## src/rtl/capture_buffer_pkg.sv

```systemverilog
// Shared capture-path definitions: sequencer state encoding and default sample/address widths.
package capture_buffer_pkg;

    localparam int unsigned DATA_W_DEF = 3;
    localparam int unsigned ADDR_W_DEF = 8;

    typedef enum logic [2:0] {
        S_IDLE    = 3'd0,
        S_PREFILL = 3'd1,
        S_ARMED   = 3'd2,
        S_POST    = 3'd3,
        S_READ    = 3'd4
    } state_t;

endpackage

```

## src/rtl/capture_ram.sv

```systemverilog
// Sample storage: simple dual-port RAM, one write port and one registered read port (1-cycle latency).
module capture_ram
    import capture_buffer_pkg::*;
#(
    parameter int unsigned DATA_W = DATA_W_DEF,
    parameter int unsigned ADDR_W = ADDR_W_DEF
) (
    input  logic              clk,
    input  logic              rst,
    input  logic              we,
    input  logic [ADDR_W-1:0] waddr,
    input  logic [DATA_W-1:0] wdata,
    input  logic              re,
    input  logic [ADDR_W-1:0] raddr,
    output logic [DATA_W-1:0] q
);

    localparam int unsigned DEPTH = 1 << ADDR_W;

    logic [DATA_W-1:0] mem [DEPTH];

    always_ff @(posedge clk) begin
        if (we) begin
            mem[waddr] <= wdata;
        end
    end

    // Output register doubles as the readout data register, so it holds while re is low.
    always_ff @(posedge clk) begin
        if (rst) begin
            q <= '0;
        end else if (re) begin
            q <= mem[raddr];
        end
    end

endmodule

```

## src/rtl/capture_buffer.sv

```systemverilog
// Pre/post-trigger capture buffer with valid/ready readout.
// Optional feature: define CAPTURE_BUFFER_TRIG_INDEX_EN to report the trigger sample's readout position.
module capture_buffer
    import capture_buffer_pkg::*;
#(
    parameter int unsigned DATA_W = DATA_W_DEF,
    parameter int unsigned ADDR_W = ADDR_W_DEF
) (
    input  logic              clk_PLL,
    input  logic              reset,
    input  logic [DATA_W-1:0] dataIn,
    input  logic              triggerIn,
    input  logic              arm,
    input  logic [ADDR_W-1:0] postCount,
    input  logic              rdReady,
    output logic              rdValid,
    output logic [DATA_W-1:0] rdData,
    output logic              rdLast,
    output logic              busy,
    output logic [ADDR_W-1:0] trigIndex
);

    state_t            state;
    state_t            state_nxt;
    logic [ADDR_W-1:0] wr_ptr;
    logic [ADDR_W-1:0] cnt;
    logic [ADDR_W-1:0] p;
    logic [ADDR_W:0]   rd_cnt;

    logic [ADDR_W-1:0] cnt_inc_c;
    logic [ADDR_W-1:0] pre_len_c;
    logic              we_c;
    logic              re_c;
    logic              accept_arm_c;
    logic [ADDR_W-1:0] raddr_c;

    // Pre-trigger length DEPTH-P, taken modulo DEPTH; P is never 0 so this never wraps to 0.
    assign cnt_inc_c = cnt + ADDR_W'(1);
    assign pre_len_c = ~p + ADDR_W'(1);

    always_ff @(posedge clk_PLL) begin
        if (reset) begin
            state <= S_IDLE;
        end else begin
            state <= state_nxt;
        end
    end

    always_comb begin
        state_nxt = state;
        unique case (state)
            S_IDLE:    if (arm) state_nxt = S_PREFILL;
            S_PREFILL: if (cnt_inc_c == pre_len_c) state_nxt = S_ARMED;
            S_ARMED:   if (triggerIn) state_nxt = (p == ADDR_W'(1)) ? S_READ : S_POST;
            S_POST:    if (cnt_inc_c == p) state_nxt = S_READ;
            S_READ: begin
                if (arm) begin
                    state_nxt = S_PREFILL;
                end else if (rdValid && rdReady && rdLast) begin
                    state_nxt = S_IDLE;
                end
            end
            default:   state_nxt = S_IDLE;
        endcase
    end

    // Fetch the next sample whenever the output slot is empty or is being drained this cycle.
    always_comb begin
        we_c         = 1'b0;
        re_c         = 1'b0;
        accept_arm_c = 1'b0;
        raddr_c      = wr_ptr + rd_cnt[ADDR_W-1:0];
        unique case (state)
            S_PREFILL, S_ARMED, S_POST: we_c = 1'b1;
            S_IDLE:                     accept_arm_c = arm;
            S_READ: begin
                accept_arm_c = arm;
                re_c         = !arm && (!rdValid || rdReady) && !rd_cnt[ADDR_W];
            end
            default: ;
        endcase
    end

    always_ff @(posedge clk_PLL) begin
        if (reset) begin
            wr_ptr  <= '0;
            cnt     <= '0;
            p       <= '0;
            rd_cnt  <= '0;
            rdValid <= 1'b0;
            rdLast  <= 1'b0;
            busy    <= 1'b0;
        end else begin
            busy <= (state_nxt != S_IDLE);
            if (accept_arm_c) begin
                p      <= (postCount == '0) ? ADDR_W'(1) : postCount;
                wr_ptr <= '0;
                cnt    <= '0;
                rd_cnt <= '0;
            end else if (we_c) begin
                wr_ptr <= wr_ptr + ADDR_W'(1);
                // Counting restarts at 1 in ARMED so POST sees the trigger sample already stored.
                cnt    <= (state == S_ARMED) ? ADDR_W'(1) : cnt_inc_c;
            end else if (re_c) begin
                rd_cnt <= rd_cnt + (ADDR_W+1)'(1);
            end

            if (accept_arm_c) begin
                rdValid <= 1'b0;
                rdLast  <= 1'b0;
            end else if (re_c) begin
                rdValid <= 1'b1;
                rdLast  <= &rd_cnt[ADDR_W-1:0];
            end else if (rdValid && rdReady) begin
                rdValid <= 1'b0;
                rdLast  <= 1'b0;
            end
        end
    end

`ifdef CAPTURE_BUFFER_TRIG_INDEX_EN
    logic [ADDR_W-1:0] trig_ptr;

    // Trigger position relative to the final write pointer, which is where readout starts.
    always_ff @(posedge clk_PLL) begin
        if (reset) begin
            trig_ptr  <= '0;
            trigIndex <= '0;
        end else begin
            if (state == S_ARMED && triggerIn) begin
                trig_ptr <= wr_ptr;
            end
            if (accept_arm_c) begin
                trigIndex <= '0;
            end else if (state_nxt == S_READ && state != S_READ) begin
                trigIndex <= ((state == S_ARMED) ? wr_ptr : trig_ptr) - (wr_ptr + ADDR_W'(1));
            end
        end
    end
`else
    assign trigIndex = '0;
`endif

    capture_ram #(
        .DATA_W (DATA_W),
        .ADDR_W (ADDR_W)
    ) u_ram (
        .clk   (clk_PLL),
        .rst   (reset),
        .we    (we_c),
        .waddr (wr_ptr),
        .wdata (dataIn),
        .re    (re_c),
        .raddr (raddr_c),
        .q     (rdData)
    );

endmodule

```

## config.mk

```make
export PLATFORM = sky130hd
export DESIGN_NAME = capture_buffer
export DESIGN_NICKNAME = d
export VERILOG_FILES = /design/src/rtl/capture_buffer_pkg.sv /design/src/rtl/capture_ram.sv /design/src/rtl/capture_buffer.sv
export SDC_FILE = /design/constraint.sdc
export NUM_CORES = 1
export LEC_CHECK = 0
export ABC_AREA = 0
export CAP_MARGIN = 20
export CORE_MARGIN = 1
export CORE_UTILIZATION = 60
export DETAILED_ROUTE_END_ITERATION = 8
export GPL_TIMING_DRIVEN = 1
export PLACE_DENSITY = 0.76
export SETUP_SLACK_MARGIN = 0.1
export SLEW_MARGIN = 20
export SYNTH_ARGS = -nofsm -noshare
export SYNTH_HDL_FRONTEND = slang
export SYNTH_SLANG_ARGS = --single-unit
```

## constraint.sdc

```tcl
create_clock -name clk_PLL -period 3.3 [get_ports clk_PLL]
set_input_delay 0.495 -clock clk_PLL [delete_from_list [all_inputs] [get_ports clk_PLL]]
set_output_delay 0.495 -clock clk_PLL [all_outputs]
set_load 0.02 [all_outputs]
```

# [Yosys cells after proc, flatten, opt, wreduce, memory -nomap -nowiden]
# Memory sizes are Yosys's and may differ from the RTL's. A register that Yosys moved wholly into a read port is not among the register bits.
# Index checks and enable logic that the tools add are counted.
[op_classes] n_addsub=5 eq_ne=7 n_mux=18 n_bitwise=2 reduce_logical=17
[ops] op="8-bit by 1-bit adder with 8-bit output (second input constant)" n=3
[ops] op="3-bit two-way mux" n=7
[ops] op="8-bit == test" n=2
[ops] op="8-bit two-way mux" n=2
[ops] op="3-bit one-hot mux with 5 select lines" n=1
[ops] op="9-bit by 1-bit adder with 9-bit output (second input constant)" n=1
[ops] op="8-bit adder" n=1
[ops] op="8-bit by 1-bit == test with 1-bit output (second input constant)" n=1
[ops] op="8-bit logical NOT" n=1
[ops] op="1-bit two-way mux" n=8
[ops] op="8-bit NOT" n=1
[ops] op="8-bit AND reduction" n=1
[ops] op="3-bit by 2-bit == test with 1-bit output (second input constant)" n=2
[ops] op="1-bit logical AND" n=4
[ops] op="2-bit OR reduction" n=2
[ops] op="3-bit by 1-bit == test with 1-bit output (second input constant)" n=1
[ops] op="3-bit == test (second input constant)" n=1
[ops] op="1-bit logical NOT" n=3
[ops] op="3-bit logical NOT" n=1
[ops] op="3-bit nonzero test" n=1
[ops] op="3-bit OR reduction" n=1
[ops] op="2-bit AND reduction" n=1
[ops] op="2-bit nonzero test" n=1
[ops] op="1-bit logical OR" n=1
[ops] op="1-bit NOT" n=1
[word_totals] register_bits=39 ramBits=768 output_inout_bits=14 elab_cells=58 mem_count=1
[mem_list] memory="u_ram.mem" words=256 width=3 rd=1 rd_clocked_by_memory_dff=1 wr=1 line="capture_ram.sv:20" text="logic [DATA_W-1:0] mem [DEPTH];"

# [Logic depth before layout (Yosys ltp)]
# Gate-level depths: netlist of the first run.
[depth] ltp_word=6 depth_mapped=12 mapped_depth_nobuf=10

# [Cells and area by module]
# Synthesis of the first run repeated with hierarchy kept, for this count alone.
[unflattened] hier_cells=2015 area_unflattened_um2=33464.6
[modules_own_cells] mod="capture_ram" n_inst=1 cells_each=1724 area_per_inst_um2=31044.8 seq_area_each_um2=23122.2
[modules_own_cells] mod="capture_buffer" n_inst=1 cells_each=291 area_per_inst_um2=2419.8 seq_area_each_um2=780.7

# [Least setup slack after synthesis of the first run]
# Ideal clock, no wire load.
[synth_path] path_type="reg-to-reg" from="reg wr_ptr[0]" to="reg u_ram.q[0], read port of u_ram.mem" arrival_time_ps=2818 required_ps=3172 slack_ps=354 path_stages_with_launch=11 synth_period_minus_slack_ps=2946 cell_sequence="dfxtp_1 > ha_1 > fa_1 > buf_2 > clkbuf_1 > buf_2 > mux4_2 > a211oi_1 > a211oi_1 > o41ai_1 > o41ai_2"
[synth_via] elab_chain_cells=1
[synth_rtl] element="start: declaration" line="capture_buffer.sv:25" text="logic [ADDR_W-1:0] wr_ptr;"
[synth_rtl] element="start signal: assignment" line="capture_buffer.sv:101" text="wr_ptr <= wr_ptr + ADDR_W'(1);"
[synth_rtl] element="8-bit adder" line="capture_buffer.sv:72" text="raddr_c = wr_ptr + rd_cnt[ADDR_W-1:0];"
[synth_rtl] element="end: declaration" line="capture_ram.sv:15" text="output logic [DATA_W-1:0] q"
# Every way passes these cells.
# A chain may end at the register's enable or synchronous reset.

# [Worst setup path in the final report of the first run]
[layout_path] from="reg rd_cnt[0]" to="reg u_ram.q[2], read port of u_ram.mem"
[layout_via] elab_chain_cells=1
[layout_rtl] element="start: declaration" line="capture_buffer.sv:28" text="logic [ADDR_W:0] rd_cnt;"
[layout_rtl] element="start signal: assignment" line="capture_buffer.sv:105" text="rd_cnt <= rd_cnt + (ADDR_W+1)'(1);"
[layout_rtl] element="8-bit adder" line="capture_buffer.sv:72"
# Every way passes these cells.

==> metrics.md, run 1 <==
| Metric | Value |
|---|---|
| Grt ovf | 0 |
| Commonest non-fill, non-tap cell in the layout | edfxtp_1 |
| Syn avg cell area | 17.1 um^2 |
| Synthesis-stage register bit count | 810 |
| Tcrit/Tclk final | 103% |
| Combinational power share | between 4 and 5% |
| Post-synth cell types | 66 |
| MaxCap Viol Count | 0 |
| Antenna diode count | 0 |
| Warnings from Yosys | 0 |
| GRT Total Usage | about 28% |
| Failing checks | setup timing |
| Final setup viols | 3 |
| Sequential share of the synthesized area | 71.0% |
| Layout cells sized above 1 | 23.0% |
| Chip width | about 240 um |
| Total power | between 0.02 and 0.025 W |
| Slew @ Worst Pin | 0.831 ns |
| Sinks on Clock Net | between 800 and 900 |
| Crit path max fanout | 16 |
| Sw Ratio | around 20% |
| Chip Height | 239 um |
| Pwr per Cell Area | ~550 nW/um^2 |
| Final net count | 2113 |
| Critical path class | reg2reg |
| Via-to-Cell Ratio | around 6.5 |
| Worst hold slack | 0.361 ns |
| FMAX | 295 MHz |
| First-pass GRT wire length | between 100000 and 150000 um |
| Highest routed layer | met4 |
| Dominant synthesized flop cell | edfxtp_1 |
| Final Wtd Congestion | 0.903 |
| H-tree depth | 3 |
| Post-Syn Area | 33600 um^2 |
| DRC errors left | 0 |
| Slew Viols, Final | 0 |
| Clock Path Buffers | 3 |
| Area Overhead vs Synth | 13.6% |
| Finished Cell Area | about 38000 um^2 |
| Die area | 57000 um^2 |
| Routed Antenna Nets | 0 |
| Via count | 18870 |
| Io pins | 30 |
| Met2 WL post-DR | 39100 um |
| Crit path required time | between 3 and 4 ns |
| Asr flop ratio synth | 0% |
| Final HPWL DP | 48600 um |
| Post-synth EDFFs | 768 |
| Max_slew headroom | between 40 and 50% |
| Minimum clock period | 3.39 ns |
| Port buffer count | 21 |
| Worst endpoint data arrival time | between 3 and 4 ns |
| RSZ-0062 raised after global routing | yes |
| Initial antenna violation count | 0 |
| Worst vdd ir | approximately 360 uV |
| Clock slew at reported path FFs | about 0.060 ns |
| Routed len/inst | 27.7 um |
| Worst Hold Class | in2reg |
| Skew-Pair Late Insertion Delay | between 0.6 and 0.7 ns |
| Post-Place Worst Slack | -0.000307 ns |
| Met1 WL | 30200 um |
| Initial DRC Count | around 2300 |
| Placed Area | 35300 um^2 |
| DRT Pass-1 Iters | 6 |
| Fin. Hold Viols | 0 |
| Drt total wl | between 70000 and 80000 um |
| Vias in the first global route | ~19000 |
| Kind of start point of the critical path | register |
| Routed wl met3 | roughly 7300 um |
| CTS tree | yes |
| Starting Density | 60.9% |
| Clock Skew | 0.0235 ns |
| Net switching power | ~0.0043 W |
| Reg power frac | 54.1% |
| Final core occ | 69.3% |
| Total core area | approximately 55000 um^2 |
| Leakage | roughly 12 nW |
| Post-CTS Hold Buffers | 0 |
| Standard-cell rows | 86 |
| Internal power | ~0.017 W |
| Status | complete, but fails checks |
| Clk network pwr share | between 40% and 50% |
| Largest net degree at the start of global routing | between 90 and 100 |
| Crit end category | register |
| Root buffer cell | clkbuf_16 |
| Most frequent cells in the layout | edfxtp_1 (768), nor2_1 (308), mux4_2 (192) |
| Min setup slack post-route | -0.0865 ns |
| Cell count after synthesis | approximately 2000 |
| TritonCTS buffer count | a little under 80 |
==> worst max-delay path, stage by stage (launching register included) <==
cell       delay (ns)
dfxtp_2          0.34
ha_4             0.16
fa_4             0.82
buf_4            0.15
buf_6            0.09
buf_12           0.14
mux4_2           0.30
mux2_2           0.31
o21ai_1          0.10
a2111oi_0        0.12
a41oi_1          0.26
nand3b_1         0.16
a21oi_2          0.19
a211oi_2         0.08
==> state kept, by name (all words and copies together) (netlist names), 3 cells and up <==
signal and count:
cnt 8, u_ram.q 3, rd_cnt 9, u_ram.mem 768
wr_ptr 8, state 3, p 8
==> per-layer routing <==
layer | GRT usage, % | up-vias
met5 | 0 | -
li1 | - | 7946
met1 | 38.5 | 9655
met4 | 12.6 | 0
met3 | 4.77 | 188
met2 | 45.9 | 1081
==> what timing repair did <==
item,in CTS,in global routing
setup buffers,6,21
hold endpoints to repair,0,0
endpoints found under the setup margin,3,3
pin swaps,15,17
resized for setup,22,23
cloned,2,0
==> path summary, 6_finish.rpt <==
check	from	to	depth (start not counted)	slack (ns)
max	rd_cnt[0]	u_ram.q[2]	13	-0.09
min	dataIn[1]	u_ram.mem[232][1]	1	0.36
max reg2reg	rd_cnt[0]	u_ram.q[2]	13	-0.09
min reg2reg	rd_cnt[8]	rd_cnt[8]	2	0.45
==> kinds of logic (layout without fill, tap and decap cells) <==
group / after synthesis / after routing / synth area share, %
mux: 272 / 272 / 15.3
other cells: 1 / 8 / 0.0111
flops: 810 / 810 / 71.0
simple gates: 546 / 546 / 7.03
xor+xnor: 38 / 38 / 1.01
buf+inv: 145 / 309 / 2.23
fa+ha+maj: 16 / 16 / 0.617
compound gates: 141 / 141 / 2.79
==> stage by stage <==
step,setup TNS (ns),std cells
2_1_floorplan,0,1976
3_3_place_gp,0,2720
3_5_place_dp,-0.000307,2720
4_1_cts,-0.0970,2867
5_1_grt,-0.301,2888
6_report,-0.136,2888
==> power groups by stage <==
stage               sequential (W)  clock (W)  combinational, W
global route                0.0113    0.00911          0.000929
CTS                         0.0113    0.00877          0.000859
detailed placement          0.0115          0          0.000838
finish                      0.0113    0.00870          0.000870
floorplan                   0.0115          0          0.000514
global placement            0.0115          0          0.000817
==> final cells by class <==
type	instances	area (um^2)
Clock buffer	98	2120
Clock inverter	41	344
Fill cell	3370	17000
Inverter	10	37.5
Multi-Input combinational cell	1021	9200
Sequential cell	810	23900
Tap cell	748	936
Timing Repair Buffer	160	1690
==> cell usage after synthesis, types with 16 or more instances <==
cell / number / area (um^2)
buf_4: 34 / 255
mux4_2: 192 / 4320
a21oi_1: 31 / 155
edfxtp_1: 768 / 23100
mux2i_1: 71 / 711
xnor2_1: 21 / 184
nand2_1: 72 / 270
nor2_1: 310 / 1160
xor2_1: 16 / 140
nand3_1: 78 / 390
nor3_1: 16 / 80.1
dfxtp_1: 42 / 841
a22oi_1: 16 / 120
o21ai_0: 33 / 165
clkbuf_1: 75 / 282
Note: power is estimated with default switching activity, not from simulation.
==> run 2: changes to the inputs <==
--- a/config.mk
+++ b/config.mk
@@ -13,7 +13,6 @@
 export GPL_TIMING_DRIVEN = 1
 export PLACE_DENSITY = 0.76
 export SETUP_SLACK_MARGIN = 0.1
-export SLEW_MARGIN = 20
 export SYNTH_ARGS = -nofsm -noshare
 export SYNTH_HDL_FRONTEND = slang
 export SYNTH_SLANG_ARGS = --single-unit
==> results of run 2 <==
No change in the layout: final DEF, timing and power equal those of run 1.
